File: config.mk
export PLATFORM = sky130hd
export DESIGN_NAME = mem_port_arbiter_flat
export DESIGN_NICKNAME = d
export VERILOG_FILES = /design/src/rtl/mem_port_arbiter_if.sv /design/src/rtl/mem_port_arbiter.sv /design/src/flat_wrapper.sv
export SDC_FILE = /design/constraint.sdc
export NUM_CORES = 1
export LEC_CHECK = 0
export BUFFER_PORTS_ARGS = -buffer_cell sky130_fd_sc_hd__buf_2
export CAP_MARGIN = 10
export CORE_MARGIN = 10
export CORE_UTILIZATION = 31
export CTS_CLUSTER_SIZE = 12
export DETAILED_ROUTE_END_ITERATION = 10
export PLACE_DENSITY = 0.85
export SLEW_MARGIN = 0
export SYNTH_ARGS = -nofsm -noshare
export SYNTH_HDL_FRONTEND = slang
export SYNTH_SLANG_ARGS = --single-unit
File: constraint.sdc
create_clock -name clk -period 1.8 [get_ports clk]
set_input_delay 0.27 -clock clk [delete_from_list [all_inputs] [get_ports clk]]
set_output_delay 0.27 -clock clk [all_outputs]
set_load 0.005 [all_outputs]
File: src/rtl/mem_port_arbiter_if.sv
// Bus bundle between two requesters, the arbiter and a dual-port memory.
// Handshake: reqN is valid and gntN is ready; gntN may depend combinationally on the request, an access transfers in any cycle with reqN & gntN, and a denied requester keeps req/we/addr/wdata stable until it is granted.
interface mem_port_arbiter_if #(
  parameter int DATA_WIDTH = 16,
  parameter int DATA_DEPTH = 4
);
  logic                  req0;
  logic                  req1;
  logic                  we0_i;
  logic                  we1_i;
  logic [DATA_DEPTH-1:0] addr0_i;
  logic [DATA_DEPTH-1:0] addr1_i;
  logic [DATA_WIDTH-1:0] wdata0_i;
  logic [DATA_WIDTH-1:0] wdata1_i;
  logic                  gnt0;
  logic                  gnt1;
  logic                  rvalid0;
  logic                  rvalid1;
  logic [DATA_WIDTH-1:0] rdata0_o;
  logic [DATA_WIDTH-1:0] rdata1_o;
  logic                  mem_we0;
  logic                  mem_we1;
  logic [DATA_DEPTH-1:0] mem_addr0;
  logic [DATA_DEPTH-1:0] mem_addr1;
  logic [DATA_WIDTH-1:0] mem_wdata0;
  logic [DATA_WIDTH-1:0] mem_wdata1;
  logic [DATA_WIDTH-1:0] mem_rdata0;
  logic [DATA_WIDTH-1:0] mem_rdata1;

  modport slave (
    input  req0, req1, we0_i, we1_i, addr0_i, addr1_i, wdata0_i, wdata1_i,
    input  mem_rdata0, mem_rdata1,
    output gnt0, gnt1, rvalid0, rvalid1, rdata0_o, rdata1_o,
    output mem_we0, mem_we1, mem_addr0, mem_addr1, mem_wdata0, mem_wdata1
  );

  modport master (
    output req0, req1, we0_i, we1_i, addr0_i, addr1_i, wdata0_i, wdata1_i,
    output mem_rdata0, mem_rdata1,
    input  gnt0, gnt1, rvalid0, rvalid1, rdata0_o, rdata1_o,
    input  mem_we0, mem_we1, mem_addr0, mem_addr1, mem_wdata0, mem_wdata1
  );
endinterface

File: src/rtl/mem_port_arbiter.sv
// Two-requester arbiter in front of a dual-port memory: same-address accesses
// involving a write are serialised by a toggling priority pointer.
module mem_port_arbiter #(
  parameter int DATA_WIDTH = 16,
  parameter int DATA_DEPTH = 4
) (
  input  logic              clk,
  input  logic              rst,
  mem_port_arbiter_if.slave bus,
  output logic [7:0]        conflict_cnt,
  output logic              prio_dbg
);

  typedef enum logic {
    PRIO_PORT0 = 1'b0,
    PRIO_PORT1 = 1'b1
  } prio_e;

  prio_e                 prio_q, prio_d;
  logic [7:0]            cnt_q, cnt_d;
  logic                  rvalid0_q, rvalid0_d;
  logic                  rvalid1_q, rvalid1_d;
  logic                  conflict;
  logic                  gnt0, gnt1;
  logic [DATA_DEPTH-1:0] addr0, addr1;
  logic [DATA_WIDTH-1:0] wdata0, wdata1;

  assign addr0  = bus.addr0_i;
  assign addr1  = bus.addr1_i;
  assign wdata0 = bus.wdata0_i;
  assign wdata1 = bus.wdata1_i;

  // Two reads of the same word are harmless; only a write makes it a conflict.
  always_comb begin
    conflict = bus.req0 & bus.req1 & (addr0 == addr1) & (bus.we0_i | bus.we1_i);
  end

  always_ff @(posedge clk or posedge rst) begin
    if (rst) begin
      prio_q    <= PRIO_PORT0;
      cnt_q     <= '0;
      rvalid0_q <= 1'b0;
      rvalid1_q <= 1'b0;
    end else begin
      prio_q    <= prio_d;
      cnt_q     <= cnt_d;
      rvalid0_q <= rvalid0_d;
      rvalid1_q <= rvalid1_d;
    end
  end

  // The pointer moves to the loser so a held request wins on the next cycle.
  always_comb begin
    prio_d = prio_q;
    cnt_d  = cnt_q;
    if (conflict) begin
      prio_d = (prio_q == PRIO_PORT0) ? PRIO_PORT1 : PRIO_PORT0;
      if (cnt_q != 8'hFF) begin
        cnt_d = cnt_q + 8'd1;
      end
    end
    rvalid0_d = gnt0 & ~bus.we0_i;
    rvalid1_d = gnt1 & ~bus.we1_i;
  end

  always_comb begin
    gnt0 = 1'b0;
    gnt1 = 1'b0;
    if (!rst) begin
      gnt0 = bus.req0 & (~conflict | (prio_q == PRIO_PORT0));
      gnt1 = bus.req1 & (~conflict | (prio_q == PRIO_PORT1));
    end
    bus.gnt0       = gnt0;
    bus.gnt1       = gnt1;
    bus.mem_we0    = gnt0 & bus.we0_i;
    bus.mem_we1    = gnt1 & bus.we1_i;
    bus.mem_addr0  = gnt0 ? addr0 : '0;
    bus.mem_addr1  = gnt1 ? addr1 : '0;
    bus.mem_wdata0 = gnt0 ? wdata0 : '0;
    bus.mem_wdata1 = gnt1 ? wdata1 : '0;
    bus.rvalid0    = rvalid0_q;
    bus.rvalid1    = rvalid1_q;
    bus.rdata0_o   = rvalid0_q ? bus.mem_rdata0 : '0;
    bus.rdata1_o   = rvalid1_q ? bus.mem_rdata1 : '0;
  end

  assign conflict_cnt = cnt_q;
  assign prio_dbg     = prio_q;

endmodule

File: src/flat_wrapper.sv
// flat-port wrapper written by rule: the top's interface ports become plain ports
module mem_port_arbiter_flat 
#(
  parameter int DATA_WIDTH = 16,
  parameter int DATA_DEPTH = 4
)
  (clk, rst, conflict_cnt, prio_dbg, bus_req0, bus_req1, bus_we0_i, bus_we1_i, bus_addr0_i, bus_addr1_i, bus_wdata0_i, bus_wdata1_i, bus_mem_rdata0, bus_mem_rdata1, bus_gnt0, bus_gnt1, bus_rvalid0, bus_rvalid1, bus_rdata0_o, bus_rdata1_o, bus_mem_we0, bus_mem_we1, bus_mem_addr0, bus_mem_addr1, bus_mem_wdata0, bus_mem_wdata1);
  mem_port_arbiter_if #(.DATA_WIDTH(DATA_WIDTH), .DATA_DEPTH(DATA_DEPTH)) bus_i ();
  input  logic clk;
  input  logic rst;
  output logic [7:0] conflict_cnt;
  output logic prio_dbg;
  input wire logic [$bits(bus_i.req0)-1:0] bus_req0;
  input wire logic [$bits(bus_i.req1)-1:0] bus_req1;
  input wire logic [$bits(bus_i.we0_i)-1:0] bus_we0_i;
  input wire logic [$bits(bus_i.we1_i)-1:0] bus_we1_i;
  input wire logic [$bits(bus_i.addr0_i)-1:0] bus_addr0_i;
  input wire logic [$bits(bus_i.addr1_i)-1:0] bus_addr1_i;
  input wire logic [$bits(bus_i.wdata0_i)-1:0] bus_wdata0_i;
  input wire logic [$bits(bus_i.wdata1_i)-1:0] bus_wdata1_i;
  input wire logic [$bits(bus_i.mem_rdata0)-1:0] bus_mem_rdata0;
  input wire logic [$bits(bus_i.mem_rdata1)-1:0] bus_mem_rdata1;
  output wire logic [$bits(bus_i.gnt0)-1:0] bus_gnt0;
  output wire logic [$bits(bus_i.gnt1)-1:0] bus_gnt1;
  output wire logic [$bits(bus_i.rvalid0)-1:0] bus_rvalid0;
  output wire logic [$bits(bus_i.rvalid1)-1:0] bus_rvalid1;
  output wire logic [$bits(bus_i.rdata0_o)-1:0] bus_rdata0_o;
  output wire logic [$bits(bus_i.rdata1_o)-1:0] bus_rdata1_o;
  output wire logic [$bits(bus_i.mem_we0)-1:0] bus_mem_we0;
  output wire logic [$bits(bus_i.mem_we1)-1:0] bus_mem_we1;
  output wire logic [$bits(bus_i.mem_addr0)-1:0] bus_mem_addr0;
  output wire logic [$bits(bus_i.mem_addr1)-1:0] bus_mem_addr1;
  output wire logic [$bits(bus_i.mem_wdata0)-1:0] bus_mem_wdata0;
  output wire logic [$bits(bus_i.mem_wdata1)-1:0] bus_mem_wdata1;
  assign bus_i.req0 = bus_req0;
  assign bus_i.req1 = bus_req1;
  assign bus_i.we0_i = bus_we0_i;
  assign bus_i.we1_i = bus_we1_i;
  assign bus_i.addr0_i = bus_addr0_i;
  assign bus_i.addr1_i = bus_addr1_i;
  assign bus_i.wdata0_i = bus_wdata0_i;
  assign bus_i.wdata1_i = bus_wdata1_i;
  assign bus_i.mem_rdata0 = bus_mem_rdata0;
  assign bus_i.mem_rdata1 = bus_mem_rdata1;
  assign bus_gnt0 = bus_i.gnt0;
  assign bus_gnt1 = bus_i.gnt1;
  assign bus_rvalid0 = bus_i.rvalid0;
  assign bus_rvalid1 = bus_i.rvalid1;
  assign bus_rdata0_o = bus_i.rdata0_o;
  assign bus_rdata1_o = bus_i.rdata1_o;
  assign bus_mem_we0 = bus_i.mem_we0;
  assign bus_mem_we1 = bus_i.mem_we1;
  assign bus_mem_addr0 = bus_i.mem_addr0;
  assign bus_mem_addr1 = bus_i.mem_addr1;
  assign bus_mem_wdata0 = bus_i.mem_wdata0;
  assign bus_mem_wdata1 = bus_i.mem_wdata1;
  mem_port_arbiter #(.DATA_WIDTH(DATA_WIDTH), .DATA_DEPTH(DATA_DEPTH)) u_core (.clk(clk), .rst(rst), .bus(bus_i), .conflict_cnt(conflict_cnt), .prio_dbg(prio_dbg));
endmodule
# After elaboration in Yosys (flattened, before gate mapping)
# Cells that the tools add are included.
# classes
n_bitwise,16
n_eq_ne,2
addsub,1
n_reduce_logical,1
muxes,9
# op_table
cell,count
two-way mux 16 bit,4
AND 1 bit,9
"adder 8 x 1 -> 8 bit, second input constant",1
two-way mux 4 bit,2
"inequality test 8 bit, second input constant",1
== test 4 bit,1
NOT 1 bit,4
two-way mux 1 bit,3
OR 1 bit,3
AND reduction 2 bit,1
# word_totals
word_cells,33
register_bits,11

# Logic depth before layout (Yosys ltp)
# Gate-level depths: netlist of run 1.
# depth
depth_word,8
ltp_mapped,5

# Worst setup path after synthesis of run 1
# OpenSTA, ideal clock, no wires.
# synth_path
kind,reg2reg
start,"register u_core.cnt_q[0], in the netlist u_core.conflict_cnt[0]"
end,"register u_core.cnt_q[1], in the netlist u_core.conflict_cnt[1]"
setup_slack_ps,181
path_buffers,0
setup_time_ps,128
t_required_ps,1672
period_less_slack_ps,1619
arrival_time_ps,1491
path_stages_with_launch,5
cell_sequence,dfrtp_1 ha_1 and4_4 nor3_4 mux2_1
# synth_via
elab_chain_cells,2
# synth_lines
element,line,text
start: declaration,mem_port_arbiter.sv:20,"logic [7:0] cnt_q, cnt_d;"
start signal: assignment,mem_port_arbiter.sv:46,cnt_q <= cnt_d;
"parallel branches: the longest is 2 deep, another holds adder 8 x 1 -> 8 bit",n/a,
# Parallel ways; which one is timed is not known.
# A chain may end at the register's enable or synchronous reset.

# Worst setup path in the final report of run 1
# layout_path
start,input bus_addr0_i[0]
end,output bus_mem_addr0[2]
# layout_via
elab_chain_cells,8
# layout_lines
element,line,text
start: declaration,flat_wrapper.sv:17,input wire logic [$bits(bus_i.addr0_i)-1:0] bus_addr0_i;
== test 4 bit,mem_port_arbiter.sv:35,conflict = bus.req0 & bus.req1 & (addr0 == addr1) & (bus.we0_i | bus.we1_i);
AND 1 bit (2 in series),mem_port_arbiter.sv:35,
NOT 1 bit,mem_port_arbiter.sv:70,gnt0 = bus.req0 & (~conflict | (prio_q == PRIO_PORT0));
OR 1 bit,mem_port_arbiter.sv:70,
AND 1 bit,mem_port_arbiter.sv:70,
two-way mux 1 bit,mem_port_arbiter.sv:69,if (!rst) begin
two-way mux 4 bit,mem_port_arbiter.sv:77,bus.mem_addr0 = gnt0 ? addr0 : '0;
end: declaration,flat_wrapper.sv:31,output wire logic [$bits(bus_i.mem_addr0)-1:0] bus_mem_addr0;
# Every way passes these cells.

==> results of run 1 <==
stage by stage:
step	hold slack (ns)	setup TNS [ns]
2_1_floorplan	0.1531	0
3_3_place_gp	0.4078	0
3_5_place_dp	0.4079	-0.004792
4_1_cts	0.1565	0
5_1_grt	0.3047	-0.6937
6_report	0.2883	-0.1441
cell families (layout without fill, tap and decap cells):
group	Yosys count	after routing
AO/OA/AOI/OAI	3	10
XOR/XNOR	12	12
adder cells (fa/ha/maj)	1	1
buffers and inverters	8	176
flip-flops	11	11
multiplexers	1	1
AND/OR/NAND/NOR	89	90
repair_timing:
action,4_1_cts,5_1_grt
pin swaps,0,23
endpoints found under the setup margin,3,42
cloned,0,8
endpoints found under the hold margin,0,0
gates resized for setup,2,40
where the power goes:
part           switching, W  internal (W)
logic              0.000237      0.000275
clock network     0.0000909      0.000155
registers         0.0000614      0.000283
metal layers:
metal	up-vias	share of wire	GRT usage
li1	779	-	-
met1	752	0.35	0.1302
met2	106	0.51	0.2757
met3	8	0.12	0.05960
met4	0	0.013	0.03287
met5	-	0	0
worst paths after layout:
kind | endpoint | startpoint | cells after the start | slack (ns)
max in group asynchronous | u_core.prio_dbg | rst | 3 | 1.23
worst max register to register | u_core.conflict_cnt[1] | u_core.conflict_cnt[1] | 4 | 0.10
worst max-delay path | bus_mem_addr0[2] | bus_addr0_i[0] | 6 | -0.02
worst min-delay path | u_core.bus.rvalid0 | bus_we0_i | 2 | 0.29
min in group asynchronous | u_core.conflict_cnt[5] | rst | 3 | 0.40
worst min register to register | u_core.conflict_cnt[5] | u_core.conflict_cnt[5] | 1 | 0.48
critical path, cell delays in order:
cell and delay (ns):
sky130_fd_sc_hd__buf_8 0.11, sky130_fd_sc_hd__xnor2_4 0.21, sky130_fd_sc_hd__o2111ai_4 0.22, sky130_fd_sc_hd__o311a_4 0.47, sky130_fd_sc_hd__and2_4 0.16, sky130_fd_sc_hd__buf_6 0.11
layout make-up:
class                           count  area share
Inverter                            2    0.004132
Sequential cell                    11      0.1142
Clock buffer                        4     0.01860
Timing Repair Buffer              170      0.3848
Tap cell                           48     0.02479
Multi-Input combinational cell    114      0.4535
flip-flops by register name (all words and copies together) (netlist names):
| signal | cells |
|---|---|
| u_core.prio_dbg | 1 |
| u_core.bus.rvalid0 | 1 |
| u_core.bus.rvalid1 | 1 |
| u_core.conflict_cnt | 8 |
synth_stat cells (all sizes together):
master   number
and4          2
xnor2        11
xor2          1
nor3          1
dfrtp        11
nand4         3
nand2         1
nand3         3
mux2          1
o311a         2
and3          2
o2111ai       1
and2         74
inv           2
nor2          1
ha            1
clkbuf        2
nor2b         2
buf           4
==> flow_summary.json, run 1 <==
{
  "tritoncts_num_sinks": 11,
  "preCtsSetupSlack_ns": -0.004792,
  "peakVddDrop_mv": 0.4296,
  "gr-total-overflow": 0,
  "chipHeight_microns": 81.37,
  "commonest_non_fill_non_tap_cell_in_the_layout": "sky130_fd_sc_hd__buf_2",
  "synth_top_family_by_area": "simple AND/OR/NAND/NOR gates",
  "gpl.final_weighted_congestion": 0.7589,
  "worstPathArrival_ns": 1.55,
  "power.density_cell_area_nw_per_um2": 455.0,
  "root_buffer": "sky130_fd_sc_hd__clkbuf_8",
  "yosys.area_share.adder": 0.01072,
  "setup_viol": 12,
  "insertion_delay_ns": 0.24,
  "post_cts_buffers": 0,
  "cap_viol_max_count": 0,
  "grt_first_pass_wirelength_mm": 7.458,
  "ant_nets": 0,
  "finish.net_count": 381,
  "nFillCells": 303,
  "yosys.area.top_type": "sky130_fd_sc_hd__and2_1",
  "initial_utilization": 0.3189,
  "hpwl_after_detailed_placement_mm": 4.781,
  "antenna_found_initial": 0,
  "holdCritPathClass": "in -> reg",
  "yosys.area_share.simple": 0.5531,
  "drtPass1Iterations": 4,
  "synthTopCellsByArea": "sky130_fd_sc_hd__and2_1 24%, sky130_fd_sc_hd__dfrtp_1 24%, sky130_fd_sc_hd__and2_4 23%",
  "post_synth_num_cell_types": 22,
  "clock.fmax_mhz": 549.3,
  "final_period_minus_worst_setup_slack_ns": 1.820,
  "syn-instance-count": 125,
  "rsz0062_at_grt": "yes",
  "setup.worst_path.start_class": "input port",
  "violations": "setup timing",
  "slew_headroom": 0.6924,
  "synthesized_area_fraction_occupied_by_ao_oa_aoi_and_oai_cells": 0.04930,
  "layout.cells.most_common_list": "154 x sky130_fd_sc_hd__buf_2, 39 x sky130_fd_sc_hd__and2_4, 35 x sky130_fd_sc_hd__and2_1",
  "vias": 1645,
  "p_total_w": 0.001102,
  "drtIter0Drc": 40,
  "viasPerCell": 4.713,
  "first_global_vias": 1561,
  "worst_slew_pin_slew_ns": 0.4609,
  "drc": 0,
  "post_layout_nonfiller_instances": 349,
  "final_util": 0.6617,
  "clock-skew-final_ns": 0.005436,
  "drive_above_1_share": 0.7708,
  "power_leakage_nw": 1.438,
  "postCtsHoldBufs": 0,
  "synth.cell_area_sq_um": 1167,
  "port_buffers": 164,
  "grt_max_degree": 24,
  "clock_path_buffers": 2,
  "synthesis.nets": 204,
  "syn_avg_cell_area_sq_um": 9.339,
  "count_of_warnings_emitted_by_yosys": 0,
  "core_region_area_sq_um": 3661,
  "rows": 22,
  "globalRouteTotalUtil": 0.1407,
  "htree_levels": 1,
  "synthDominantCellAreaShare": 0.2358,
  "routed_wire_length_per_instance_microns": 18.50,
  "critical_path_endpoint_category": "primary output",
  "ys_ff_latch": 11,
  "dp_cells": 337,
  "design_area_sq_um": 2422,
  "n_antenna_cell": 0,
  "slew_viol_final": 0,
  "hold_viol_final": 0,
  "period_share": 1.011,
  "timing.critical_path.required_ns": 1.53,
  "yosys.area_share.xor_xnor": 0.09003,
  "seq_area_sq_um": 276.5,
  "multi_input_comb_area_sq_um": 1099,
  "die_area_sq_um": 6620,
  "register_area_share_after_synthesis": 0.2358,
  "postLayoutSetupSlackWorst_ns": -0.02043,
  "cts_buffers": 3,
  "status": "finished with violations",
  "synthMuxAreaShare": 0.009646,
  "routed_wl_mm": 6.457,
  "crit_type": "in -> out",
  "die_w_microns": 81.37,
  "clk_pin_slew_ns": 0.05,
  "cts_tree": "done",
  "design.portCount": 165,
  "flow.area_growth_from_synthesis_pct": 107.5,
  "cp_max_fo": 6,
  "cell_area_after_placement_sq_um": 2041
}
Note: power is estimated with default switching activity, not from simulation.
==> run 2: changes to the inputs <==
--- a/config.mk
+++ b/config.mk
@@ -11,7 +11,7 @@
 export CORE_UTILIZATION = 31
 export CTS_CLUSTER_SIZE = 12
 export DETAILED_ROUTE_END_ITERATION = 10
-export PLACE_DENSITY = 0.85
+export PLACE_DENSITY = 0.82
 export SLEW_MARGIN = 0
 export SYNTH_ARGS = -nofsm -noshare
 export SYNTH_HDL_FRONTEND = slang
==> flow_summary.json, run 2 (synthesis gave the netlist of run 1 again) <==
{
  "setup_viol": 0,
  "seq_area_sq_um": 275.3,
  "fin_setup_tns_ns": 0,
  "final_period_minus_worst_setup_slack_ns": 1.765,
  "timing.critical_path.required_ns": 1.53,
  "tritoncts_num_sinks": 11,
  "largest_register_ffs": 8,
  "crit_path_max_incr_delay_ns": 0.48,
  "wl_met3_microns": 824,
  "critical_path_depth": 4,
  "setup.worst_path.start_class": "flip-flop",
  "grt_first_pass_wirelength_mm": 7.845,
  "crit_type": "reg -> out",
  "p_total_w": 0.0009811,
  "r2r_cells": 4,
  "drc": 0,
  "gpl.final_weighted_congestion": 0.7839,
  "clock-skew-final_ns": 0.003402,
  "worst_slew_pin_slew_ns": 0.3500,
  "core_region_area_sq_um": 3661,
  "routed_wire_length_per_instance_microns": 15.93,
  "cp_max_fo": 23,
  "crit_chain": "inv_2, o311a_4, and2_4, buf_2",
  "holdCritPathClass": "in -> async",
  "critical_path_endpoint_category": "primary output",
  "design_area_sq_um": 2225,
  "critPathBufInv": 2,
  "period_share": 0.9806,
  "htree_levels": 1,
  "drtIter0Drc": 27,
  "layout.cells.most_common_list": "149 x sky130_fd_sc_hd__buf_2, 43 x sky130_fd_sc_hd__and2_1, 31 x sky130_fd_sc_hd__and2_4",
  "cts_buffers": 3,
  "final_util": 0.6077,
  "postCtsHoldBufs": 0,
  "commonest_non_fill_non_tap_cell_in_the_layout": "sky130_fd_sc_hd__buf_2",
  "grt_max_degree": 24,
  "cts_tree": "done",
  "n_antenna_cell": 0,
  "globalRouteTotalUtil": 0.1463,
  "peakVddDrop_mv": 0.6959,
  "cap_viol_max_count": 0,
  "routedLengthMet1_mm": 1.749,
  "path_delay_family": "compound AO/OA/AOI/OAI gates",
  "met2_length_mm": 2.776,
  "viasPerCell": 4.367,
  "cell_area_after_placement_sq_um": 2041,
  "power_leakage_nw": 1.369,
  "initial_utilization": 0.3189,
  "worstPathArrival_ns": 1.50,
  "slew_viol_final": 0,
  "insertion_delay_ns": 0.24,
  "drive_above_1_share": 0.7372,
  "die_w_microns": 81.37,
  "post_cts_buffers": 0,
  "gr-total-overflow": 0,
  "die_area_sq_um": 6620,
  "flow.area_growth_from_synthesis_pct": 90.57,
  "first_global_vias": 1560,
  "ant_nets": 0,
  "root_buffer": "sky130_fd_sc_hd__clkbuf_8",
  "power.density_cell_area_nw_per_um2": 441.0,
  "status": "finished, final reports clean",
  "port_buffers": 164,
  "slew_headroom": 0.7659,
  "design.portCount": 165,
  "rows": 22,
  "hold_viol_final": 0,
  "hpwl_after_detailed_placement_mm": 4.750,
  "timing.hold.ws_ns": 0.1344,
  "chipHeight_microns": 81.37,
  "top_signal_layer_used": "met4",
  "vias": 1489,
  "crit_slowest_cell": "sky130_fd_sc_hd__o311a_4",
  "multi_input_comb_area_sq_um": 875.8,
  "finish.net_count": 373,
  "clk_pin_slew_ns": 0.05,
  "nFillCells": 308,
  "antenna_found_initial": 0,
  "drtPass1Iterations": 4,
  "routed_wl_mm": 5.433,
  "rsz0062_at_grt": "yes",
  "clock.fmax_mhz": 566.5,
  "clock_path_buffers": 2
}
## run 2: cell count changes in the layout (fill, tap and decap cells not counted), sizes merged
cell,before,now
nand3,4,3
o311a,8,2
o2111ai,2,1
clkbuf,4,3
clkinv,0,1
## run 2: tightest hold or removal path, delay by kind of cell
family                 cells  cell delay (ns)
buffers and inverters      3             0.45
## run 2: timing repair
action / CTS / global route
gates resized for setup: 3 / 19
setup endpoints to repair: 17 / 42
pin swaps: 0 / 24
## run 2: path summary, 6_finish.rpt
path	startpoint	to	slack, ns
hold / removal	rst	u_core.conflict_cnt[5]	0.13
min in group clk	bus_we1_i	u_core.bus.rvalid1	0.24
max in group asynchronous	rst	u_core.conflict_cnt[0]	1.52
setup reg to reg	u_core.conflict_cnt[1]	u_core.conflict_cnt[1]	0.12
setup / recovery	u_core.prio_dbg	bus_mem_wdata0[6]	0.03
hold reg to reg	u_core.conflict_cnt[5]	u_core.conflict_cnt[5]	0.49
## run 2: layout make-up
cell class | instances | share of cell area
clock buffers | 3 | 0.01856
clock inverters | 1 | 0.002250
inverters | 2 | 0.003375
multi-input cells | 106 | 0.3937
flip-flops and latches | 11 | 0.1237
well taps | 48 | 0.02700
repair buffers | 170 | 0.4314
## run 2: metal layers
layer | vias to the layer above | GRT usage
met4 | 0 | 0.03806
met1 | 645 | 0.1391
li1 | 738 | -
met5 | - | 0
met2 | 96 | 0.2765
met3 | 10 | 0.06733
## run 2: through the flow
| stage | instances | setup slack, ns |
|---|---|---|
| finish | 341 | 0.03486 |
| global route | 341 | -0.05072 |
| CTS | 341 | 0.002793 |
| detailed placement | 337 | -0.01538 |
| global placement | 337 | 0.01927 |
| floorplan | 125 | 0.1811 |
## run 2: report_power, final
group	leakage, nW	internal [W]	switching [W]	total [W]
combinational	1.20	0.000244	0.000174	0.000418
clock	0.0255	0.000152	0.0000962	0.000249
sequential	0.148	0.000280	0.0000347	0.000315
total	1.37	0.000676	0.000305	0.000981
